--- src/rtl/aes_round_sequencer_if.sv ---
// Handshake bundle between the AES round sequencer and the round datapath / key schedule / core FSM.
// The master modport is the sequencer's view; slave is the view of whatever drives its inputs.
interface aes_round_sequencer_if #(
    parameter int ROUND_W = 4
);
    logic               start_i;
    logic               abort_i;
    logic               key_vld_i;
    logic               ark_done_i;
    logic               sb_done_i;
    logic               sr_done_i;
    logic               mc_done_i;
    logic               key_req_o;
    logic               ark_en_o;
    logic               sb_en_o;
    logic               sr_en_o;
    logic               mc_en_o;
    logic               mc_last_o;
    logic [ROUND_W-1:0] round_o;
    logic               busy_o;
    logic               done_o;
    logic               err_o;

    modport master (
        input  start_i, abort_i, key_vld_i,
        input  ark_done_i, sb_done_i, sr_done_i, mc_done_i,
        output key_req_o, ark_en_o, sb_en_o, sr_en_o, mc_en_o, mc_last_o,
        output round_o, busy_o, done_o, err_o
    );

    modport slave (
        output start_i, abort_i, key_vld_i,
        output ark_done_i, sb_done_i, sr_done_i, mc_done_i,
        input  key_req_o, ark_en_o, sb_en_o, sr_en_o, mc_en_o, mc_last_o,
        input  round_o, busy_o, done_o, err_o
    );
endinterface

--- src/rtl/aes_round_sequencer.sv ---
// AES-128 round sequencer: walks KEY/ARK/SB/SR/MC per round, issues one-cycle stage enables,
// waits for each stage's done, and aborts to IDLE with a sticky error if any wait runs too long.
module aes_round_sequencer #(
    parameter int NUM_ROUNDS  = 10,
    parameter int ROUND_W     = 4,
    parameter int TIMEOUT_CYC = 16
) (
    input  logic                  clk_i,
    input  logic                  rst_n,
    aes_round_sequencer_if.master bus
);
    localparam int unsigned WD_W = $clog2(TIMEOUT_CYC + 1);
    localparam logic [WD_W-1:0]    WD_LAST   = WD_W'(TIMEOUT_CYC - 1);
    localparam logic [ROUND_W-1:0] LAST_ROUND = ROUND_W'(NUM_ROUNDS);

    typedef enum logic [2:0] {
        S_IDLE,
        S_KEY,
        S_ARK,
        S_SB,
        S_SR,
        S_MC,
        S_DONE
    } state_e;

    state_e             state_q, state_d;
    logic [ROUND_W-1:0] round_q, round_d;
    logic [WD_W-1:0]    wd_q,    wd_d;
    logic               first_q, first_d;
    logic               err_q,   err_d;

    logic waiting;
    logic advance;
    logic last_round;

    assign last_round = (round_q == LAST_ROUND);

    // first_q marks the issue cycle of a state: enables fire there and done inputs are not yet looked at.
    always_comb begin
        waiting = 1'b0;
        advance = 1'b0;
        unique case (state_q)
            S_KEY: begin
                waiting = 1'b1;
                advance = bus.key_vld_i;
            end
            S_ARK: begin
                waiting = !first_q;
                advance = !first_q && bus.ark_done_i;
            end
            S_SB: begin
                waiting = !first_q;
                advance = !first_q && bus.sb_done_i;
            end
            S_SR: begin
                waiting = !first_q;
                advance = !first_q && bus.sr_done_i;
            end
            S_MC: begin
                waiting = !first_q;
                advance = !first_q && bus.mc_done_i;
            end
            default: ;
        endcase
    end

    // NOTE: every variable gets a default before the branches so no path leaves it unassigned (no latches).
    always_comb begin
        state_d = state_q;
        round_d = round_q;
        err_d   = err_q;
        wd_d    = '0;

        if (bus.abort_i) begin
            state_d = S_IDLE;
            round_d = '0;
        end else if (state_q == S_IDLE) begin
            if (bus.start_i) begin
                state_d = S_KEY;
                round_d = '0;
                err_d   = 1'b0;
            end
        end else if (state_q == S_DONE) begin
            state_d = S_IDLE;
        end else if (advance) begin
            unique case (state_q)
                S_KEY: state_d = S_ARK;
                S_SB:  state_d = S_SR;
                S_SR:  state_d = S_MC;
                S_MC:  state_d = S_KEY;
                S_ARK: begin
                    if (last_round) begin
                        state_d = S_DONE;
                    end else begin
                        state_d = S_SB;
                        round_d = round_q + 1'b1;
                    end
                end
                default: state_d = S_IDLE;
            endcase
        end else if (waiting) begin
            if (wd_q == WD_LAST) begin
                state_d = S_IDLE;
                err_d   = 1'b1;
            end else begin
                wd_d = wd_q + 1'b1;
            end
        end

        first_d = (state_d != state_q);
    end

    // NOTE: sequential state is updated with non-blocking assignments only, so all flops sample together.
    always_ff @(posedge clk_i or negedge rst_n) begin
        if (!rst_n) begin
            state_q <= S_IDLE;
            round_q <= '0;
            wd_q    <= '0;
            first_q <= 1'b0;
            err_q   <= 1'b0;
        end else begin
            state_q <= state_d;
            round_q <= round_d;
            wd_q    <= wd_d;
            first_q <= first_d;
            err_q   <= err_d;
        end
    end

    // Outputs decode straight from the registers, so an asynchronous reset clears them immediately.
    assign bus.key_req_o = (state_q == S_KEY);
    assign bus.ark_en_o  = (state_q == S_ARK) && first_q;
    assign bus.sb_en_o   = (state_q == S_SB)  && first_q;
    assign bus.sr_en_o   = (state_q == S_SR)  && first_q;
    assign bus.mc_en_o   = (state_q == S_MC)  && first_q && !last_round;
    assign bus.mc_last_o = (state_q == S_MC)  && first_q &&  last_round;
    assign bus.round_o   = round_q;
    assign bus.busy_o    = (state_q != S_IDLE);
    assign bus.done_o    = (state_q == S_DONE);
    assign bus.err_o     = err_q;
endmodule

--- src/flat_wrapper.sv ---
// flat-port wrapper written by rule: the top's interface ports become plain ports
module aes_round_sequencer_flat 
#(
    parameter int NUM_ROUNDS  = 10,
    parameter int ROUND_W     = 4,
    parameter int TIMEOUT_CYC = 16
)
  (clk_i, rst_n, bus_start_i, bus_abort_i, bus_key_vld_i, bus_ark_done_i, bus_sb_done_i, bus_sr_done_i, bus_mc_done_i, bus_key_req_o, bus_ark_en_o, bus_sb_en_o, bus_sr_en_o, bus_mc_en_o, bus_mc_last_o, bus_round_o, bus_busy_o, bus_done_o, bus_err_o);
  aes_round_sequencer_if #(.ROUND_W(ROUND_W)) bus_i ();
  input  logic clk_i;
  input  logic rst_n;
  input wire logic [$bits(bus_i.start_i)-1:0] bus_start_i;
  input wire logic [$bits(bus_i.abort_i)-1:0] bus_abort_i;
  input wire logic [$bits(bus_i.key_vld_i)-1:0] bus_key_vld_i;
  input wire logic [$bits(bus_i.ark_done_i)-1:0] bus_ark_done_i;
  input wire logic [$bits(bus_i.sb_done_i)-1:0] bus_sb_done_i;
  input wire logic [$bits(bus_i.sr_done_i)-1:0] bus_sr_done_i;
  input wire logic [$bits(bus_i.mc_done_i)-1:0] bus_mc_done_i;
  output wire logic [$bits(bus_i.key_req_o)-1:0] bus_key_req_o;
  output wire logic [$bits(bus_i.ark_en_o)-1:0] bus_ark_en_o;
  output wire logic [$bits(bus_i.sb_en_o)-1:0] bus_sb_en_o;
  output wire logic [$bits(bus_i.sr_en_o)-1:0] bus_sr_en_o;
  output wire logic [$bits(bus_i.mc_en_o)-1:0] bus_mc_en_o;
  output wire logic [$bits(bus_i.mc_last_o)-1:0] bus_mc_last_o;
  output wire logic [$bits(bus_i.round_o)-1:0] bus_round_o;
  output wire logic [$bits(bus_i.busy_o)-1:0] bus_busy_o;
  output wire logic [$bits(bus_i.done_o)-1:0] bus_done_o;
  output wire logic [$bits(bus_i.err_o)-1:0] bus_err_o;
  assign bus_i.start_i = bus_start_i;
  assign bus_i.abort_i = bus_abort_i;
  assign bus_i.key_vld_i = bus_key_vld_i;
  assign bus_i.ark_done_i = bus_ark_done_i;
  assign bus_i.sb_done_i = bus_sb_done_i;
  assign bus_i.sr_done_i = bus_sr_done_i;
  assign bus_i.mc_done_i = bus_mc_done_i;
  assign bus_key_req_o = bus_i.key_req_o;
  assign bus_ark_en_o = bus_i.ark_en_o;
  assign bus_sb_en_o = bus_i.sb_en_o;
  assign bus_sr_en_o = bus_i.sr_en_o;
  assign bus_mc_en_o = bus_i.mc_en_o;
  assign bus_mc_last_o = bus_i.mc_last_o;
  assign bus_round_o = bus_i.round_o;
  assign bus_busy_o = bus_i.busy_o;
  assign bus_done_o = bus_i.done_o;
  assign bus_err_o = bus_i.err_o;
  aes_round_sequencer #(.NUM_ROUNDS(NUM_ROUNDS), .ROUND_W(ROUND_W), .TIMEOUT_CYC(TIMEOUT_CYC)) u_core (.clk_i(clk_i), .rst_n(rst_n), .bus(bus_i));
endmodule
--- config.mk ---
export PLATFORM = sky130hd
export DESIGN_NAME = aes_round_sequencer_flat
export DESIGN_NICKNAME = d
export VERILOG_FILES = /design/src/rtl/aes_round_sequencer_if.sv /design/src/rtl/aes_round_sequencer.sv /design/src/flat_wrapper.sv
export SDC_FILE = /design/constraint.sdc
export NUM_CORES = 1
export LEC_CHECK = 0
export CAP_MARGIN = 10
export CORE_MARGIN = 2
export CORE_UTILIZATION = 50
export DETAILED_ROUTE_END_ITERATION = 10
export PLACE_DENSITY = 0.89
export SYNTH_ARGS = -nofsm -noshare
export SYNTH_HDL_FRONTEND = slang
export SYNTH_SLANG_ARGS = --single-unit
--- constraint.sdc ---
create_clock -name clk_i -period 2.15 [get_ports clk_i]
set_input_delay 0.215 -clock clk_i [delete_from_list [all_inputs] [get_ports clk_i]]
set_output_delay 0.215 -clock clk_i [all_outputs]
set_load 0.02 [all_outputs]
==> results.md, run 1 <==
- Die area: 0.00253 mm^2
- Grt total ovfl: 0
- Crit-path max cell delay: 0.61 ns
- Fraction of layout instances using a drive strength above 1: 0.162
- CTS sink cnt: 14
- Top_reg_cell synth: dfrtp_1
- PwrDens: 479 mW/mm^2
- Initial DRC count: 19
- Final Max Tran Viols: 0
- Final Hold Fails: 0
- R2r endpoint: u_core.wd_q[1]
- Num CTS Buffers: 3
- Area leader, netlist: dfrtp_1
- Post-route ant nets: 0
- Max-cap violations: 0
- Post-DP HPWL: 1.93 mm
- RSZ-0062 raised after global routing: no
- Most common cell after layout, fill and taps aside: clkdlybuf4s50_1
- Post-Route WL: 2.54 mm
- Share of the synthesized area in the top cell type: 0.327
- Site Rows: 16
- Worst Hold Class: primary input to asynchronous set/reset pin
- Area contributors post-synth: dfrtp_1 33%, nor2_1 5.6%, a21oi_1 4.2%
- Ys async rst share: 1.00
- CP required: 1.93 ns
- Final period util: 0.951
- Critical path fanouts, max: 11
- Root Driver: clkbuf_4
- GRT Total Usage: 0.223
- Hold-fix buffers, CTS: 0
- CP arrival: 1.83 ns
- Syn Std Cell Area: 0.00107 mm^2
- Crit path kind: register to output port
- Port bufs: 21
- CTS Buffer Depth: 2
- Status: complete, no violations
- Synth-to-Final Area Change: 25.6%
- Die W: 50.3 um
- DR WL/cell: 14.5 um
- GPL Wtd Cong: 0.824
- Worst path slowest cell: clkdlybuf4s50_1
- TritonCTS clock tree: done
- DIE HEIGHT: 50.3 um
- Gate Count Post-Synth: 125
- # diodes: 0
- Initial antenna violation count: 0
- Register bit total from synthesis: 14
- Setup TNS: 0 ns
- Register area share after synthesis: 0.327
- Slew @ Worst Pin: 0.586 ns
- Startpoint Class: register
- Placed cell count: 171
- Yosys warns: 0
- Worst Setup End Kind: output port
- H-Tree Depth: 1
- Largest net degree at the start of global routing: 16
- Number of flops mapped to enable cells by yosys: 0
- Setup violators final: 0
- R2r setup slk: 0.22 ns
- First-pass GRT wire length: 4.35 mm
- Skew final: 0.00335 ns
- Post-Syn Nets: 137
- Minimum clock period: 2.04 ns
- Later-pin clock latency in the skew report: 0.28 ns
- Vias in the first global route: 994
- Post-Layout Cell Count: 175
- Final core occ: 0.679
- Worst relative slew slack: 0.608
- Cell Chain, Critical Path: or2b_4 > nor2_1 > clkdlybuf4s50_1
- Vias: 1044
- Drt first pass iters: 4
- Io pins: 22
- # nets final: 161
- Via/cell ratio: 5.97
- Fillers: 152
- # DRC: 0
- Syn Area/Cell: 8.57 um^2
- Initial Util: 0.540
- Clk slew on worst S/H paths: 0.08 ns
- FF+latch area: 354 um^2
- Core ar.: 0.00198 mm^2
- Worst reg2reg startpoint: u_core.state_q[2]
- Leakage: 0.547 nW
- R2R depth: 5
- Peak supply drop: 0.000413 V
- Netlist cell types: 44
- Fmax: 489 MHz
- Multi-input gate area: 643 um^2
- Most frequent cells in the layout: 17 x clkdlybuf4s50_1, 16 x nor2_1, 11 x dfrtp_1, 9 x a21oi_1, 8 x nand2_1
-- metal layers --
layer,up-vias,track usage,share of wire
met5,-,0,0
met4,0,0.0694,0.010
met3,6,0.0565,0.061
met2,39,0.373,0.52
met1,497,0.281,0.41
li1,502,-,-
-- through the flow --
stage	hold slack [ns]	setup WS [ns]	area [um^2]	total power, mW
finish	0.295	0.106	1350	0.644
CTS	0.325	0.00209	1340	0.641
floorplan	-0.0806	0.294	1070	0.401
global route	0.360	0.00739	1350	0.675
global placement	0.459	0.190	1300	0.449
detailed placement	0.477	0.135	1300	0.455
-- sequential cells by signal (all words and copies together), names as in the netlist --
name and count:
u_core.bus.err_o 1, u_core.first_q 1, u_core.state_q 3, u_core.wd_q 5
u_core.bus.round_o 4
-- synth_stat cells (all sizes together), types with 2 or more instances --
cell     instances
or3              2
a2111oi          2
a31oi            4
nor4b            3
nand3b           2
inv              6
nor2            16
nand3            5
xor2             2
ha               3
nand2b           2
o21ai            6
dfrtp           14
nor3b            5
nor3             7
nand2            8
a211oi           2
clkbuf           4
a21oi           10
nor4             2
buf              4
or2b             2
-- logic make-up (layout without fill, tap and decap cells) --
logic type | count (synthesis) | in the layout | share of synthesized area
AOI/OAI and AO/OA | 32 | 32 | 0.202
xor gates and xnor gates | 3 | 3 | 0.0245
adders and majority gates | 3 | 3 | 0.0351
buffers and inverters | 14 | 37 | 0.0736
DFF | 14 | 14 | 0.327
muxes | 1 | 1 | 0.00935
and+or+nand+nor | 58 | 58 | 0.328
-- how the worst max path moves through the flow --
stage / start / to / slack, ns / cells past startpoint
finish: u_core.state_q[0] / bus_key_req_o / 0.11 / 3
global route: u_core.state_q[1] / bus_busy_o / 0.007 / 4
CTS: u_core.state_q[0] / bus_key_req_o / 0.002 / 3
detailed placement: bus_mc_done_i / u_core.wd_q[1] / 0.13 / 6
global placement: u_core.bus.round_o[0] / bus_mc_en_o / 0.19 / 5
floorplan: u_core.state_q[0] / bus_mc_en_o / 0.29 / 3
-- final cells by class --
cell class,instances,share of cell area
Clock buffer,4,0.0270
Inverter,6,0.0167
Timing Repair Buffer,27,0.190
Tap cell,27,0.0251
Sequential cell,14,0.263
Multi-Input combinational cell,97,0.478
-- worst max-delay path: cells and delay by family, from the launching register on --
kind | cells | cell delay, ns
buffers and inverters | 1 | 0.61
flip-flops | 1 | 0.50
AND/OR/NAND/NOR | 2 | 0.42
-- report_power, final --
part	switching (mW)	leakage [nW]	total [mW]	internal [mW]
Clock	0.0866	0.0210	0.190	0.103
Combinational	0.0845	0.338	0.157	0.0727
Sequential	0.0241	0.188	0.297	0.273
Total	0.195	0.547	0.644	0.449
-- repair_timing --
action / in CTS / in global routing
setup buffers: 0 / 0
setup endpoints to repair: 3 / 6
resized for setup: 3 / 6
No activity file was read; power rests on OpenSTA's default activity.
==> run 2: changes to the inputs <==
--- a/config.mk
+++ b/config.mk
@@ -9,6 +9,7 @@
 export CORE_MARGIN = 2
 export CORE_UTILIZATION = 50
 export DETAILED_ROUTE_END_ITERATION = 10
+export GPL_ROUTABILITY_DRIVEN = 0
 export PLACE_DENSITY = 0.89
 export SYNTH_ARGS = -nofsm -noshare
 export SYNTH_HDL_FRONTEND = slang
==> results of run 2 <==
Final layout, timing and power as in run 1 (identical DEF).
==> run 3: changes to the inputs <==
--- a/config.mk
+++ b/config.mk
@@ -6,8 +6,10 @@
 export NUM_CORES = 1
 export LEC_CHECK = 0
 export CAP_MARGIN = 10
-export CORE_MARGIN = 2
-export CORE_UTILIZATION = 50
+export CELL_PAD_IN_SITES_DETAIL_PLACEMENT = 0
+export CELL_PAD_IN_SITES_GLOBAL_PLACEMENT = 1
+export CORE_MARGIN = 3
+export CORE_UTILIZATION = 37
 export DETAILED_ROUTE_END_ITERATION = 10
 export GPL_ROUTABILITY_DRIVEN = 0
 export PLACE_DENSITY = 0.89
==> run 3 against run 2 <==
  * Non-clock buffer count decreased by 1
  * First-iteration DRC count is 26% higher
  * Flip-flop and latch count unchanged
  * Sequential power about the same
  * Clock power is essentially flat
  * Register-to-register slack gained 0.06 ns
  * Clock skew is 0.0064 ns higher
  * Highest routed layer is now met3
==> results.md, run 3 (same netlist as run 1, synthesis figures left out) <==
- Initial antenna violation count: 0
- Fillers: 246
- Setup violators final: 0
- Root Driver: clkbuf_4
- Largest net degree at the start of global routing: 16
- Most common cell after layout, fill and taps aside: clkdlybuf4s50_1
- Die W: 59.8 um
- Die area: 0.00358 mm^2
- Post-DP HPWL: 1.88 mm
- WP buf/inv: 1
- Status: complete, no violations
- Critical path fanouts, max: 14
- Worst relative slew slack: 0.578
- # diodes: 0
- Fraction of layout instances using a drive strength above 1: 0.156
- Startpoint Class: register
- Num CTS Buffers: 3
- Cell Chain, Critical Path: or2b_4 > nor2_1 > clkdlybuf4s50_1
- CP required: 1.93 ns
- Vias: 1016
- First-pass GRT wire length: 4.51 mm
- Synth-to-Final Area Change: 24.9%
- Initial DRC count: 24
- Final Cell Area: 0.00134 mm^2
- # DRC: 0
- Post-route ant nets: 0
- R2r setup slk: 0.28 ns
- GRT Total Usage: 0.159
- H-Tree Depth: 1
- Setup TNS: 0 ns
- Via/cell ratio: 5.74
- Site Rows: 18
- Minimum clock period: 2.08 ns
- Core ar.: 0.00261 mm^2
- Final Max Tran Viols: 0
- Fmax: 481 MHz
- Leakage: 0.527 nW
- CTS sink cnt: 14
- Largest Register: u_core.wd_q
- Crit-path max cell delay: 0.61 ns
- Port bufs: 21
- Worst path slowest cell: clkdlybuf4s50_1
- RSZ-0062 raised after global routing: no
- Worst Hold Class: primary input to asynchronous set/reset pin
- DIE HEIGHT: 59.8 um
- Hold-fix buffers, CTS: 0
- Later-pin clock latency in the skew report: 0.29 ns
- PwrDens: 481 mW/mm^2
- Worst Setup End Kind: output port
- Most frequent cells in the layout: 18 x clkdlybuf4s50_1, 16 x nor2_1, 10 x dfrtp_1, 9 x a21oi_1, 8 x nand2_1
- Drt first pass iters: 4
- Slew @ Worst Pin: 0.631 ns
- TritonCTS clock tree: done
- Max-cap violations: 0
- Post-CTS Setup Bufs: 0
- CTS Buffer Depth: 2
- Skew final: 0.00970 ns
- Crit path kind: register to output port
- Largest register FFs: 5
- Io pins: 22
- Grt total ovfl: 0
- CP arrival: 1.86 ns
- Total power: 0.643 mW
- Post-Route WL: 2.49 mm
- Vias in the first global route: 1077
- Initial Util: 0.410
- # nets final: 160
- CP top delay family: buffers and inverters
- Clk slew on worst S/H paths: 0.09 ns
- Final Hold Fails: 0
- DR WL/cell: 14.1 um
- Placed cell areas: 0.00130 mm^2
- Final period util: 0.966
- Peak supply drop: 0.000429 V
## run 3: through the flow
step | utilization | setup WS [ns] | cells | hold slack, ns
after floorplan | - | 0.294 | 125 | -0.0806
after global placement | 0.498 | 0.224 | 173 | 0.454
after detailed placement | 0.498 | 0.179 | 173 | 0.473
after CTS | 0.511 | 0.0441 | 177 | 0.337
after global routing | 0.512 | 0.00473 | 177 | 0.356
final | 0.512 | 0.0725 | 177 | 0.309
## run 3: timing repair
item,CTS,global route
gates resized for setup,4,5
cloned,0,0
setup endpoints to repair,5,5
## run 3: path summary, 6_finish.rpt
kind,startpoint,to,cells after the start
min reg2reg,u_core.wd_q[0],u_core.wd_q[0],1
max reg2reg,u_core.state_q[0],u_core.bus.round_o[2],5
max in group asynchronous,rst_n,u_core.first_q,1
min in group clk_i,u_core.wd_q[0],u_core.wd_q[0],1
max,u_core.state_q[0],bus_key_req_o,3
min,rst_n,u_core.bus.round_o[0],1
## run 3: final cells by class
cell class              instances  area, um^2  area share
multi-input cells              97         642       0.480
flip-flops and latches         14         355       0.266
repair buffers                 26         244       0.182
well taps                      30        37.5      0.0281
clock buffers                   4        36.3      0.0271
inverters                       6        22.5      0.0168
## run 3: layer usage
metal	routed length, um	vias up	GRT usage	part of all wire
met4	0	0	0.0158	0
met3	125	0	0.0432	0.050
met5	0	-	0	0
li1	-	496	-	-
met2	1230	24	0.267	0.50
met1	1130	496	0.211	0.45
## run 3: power breakdown
part	total (mW)	internal (mW)	switching [mW]
clock network	0.192	0.103	0.0890
registers	0.298	0.273	0.0251
logic	0.153	0.0714	0.0813
total	0.643	0.448	0.195
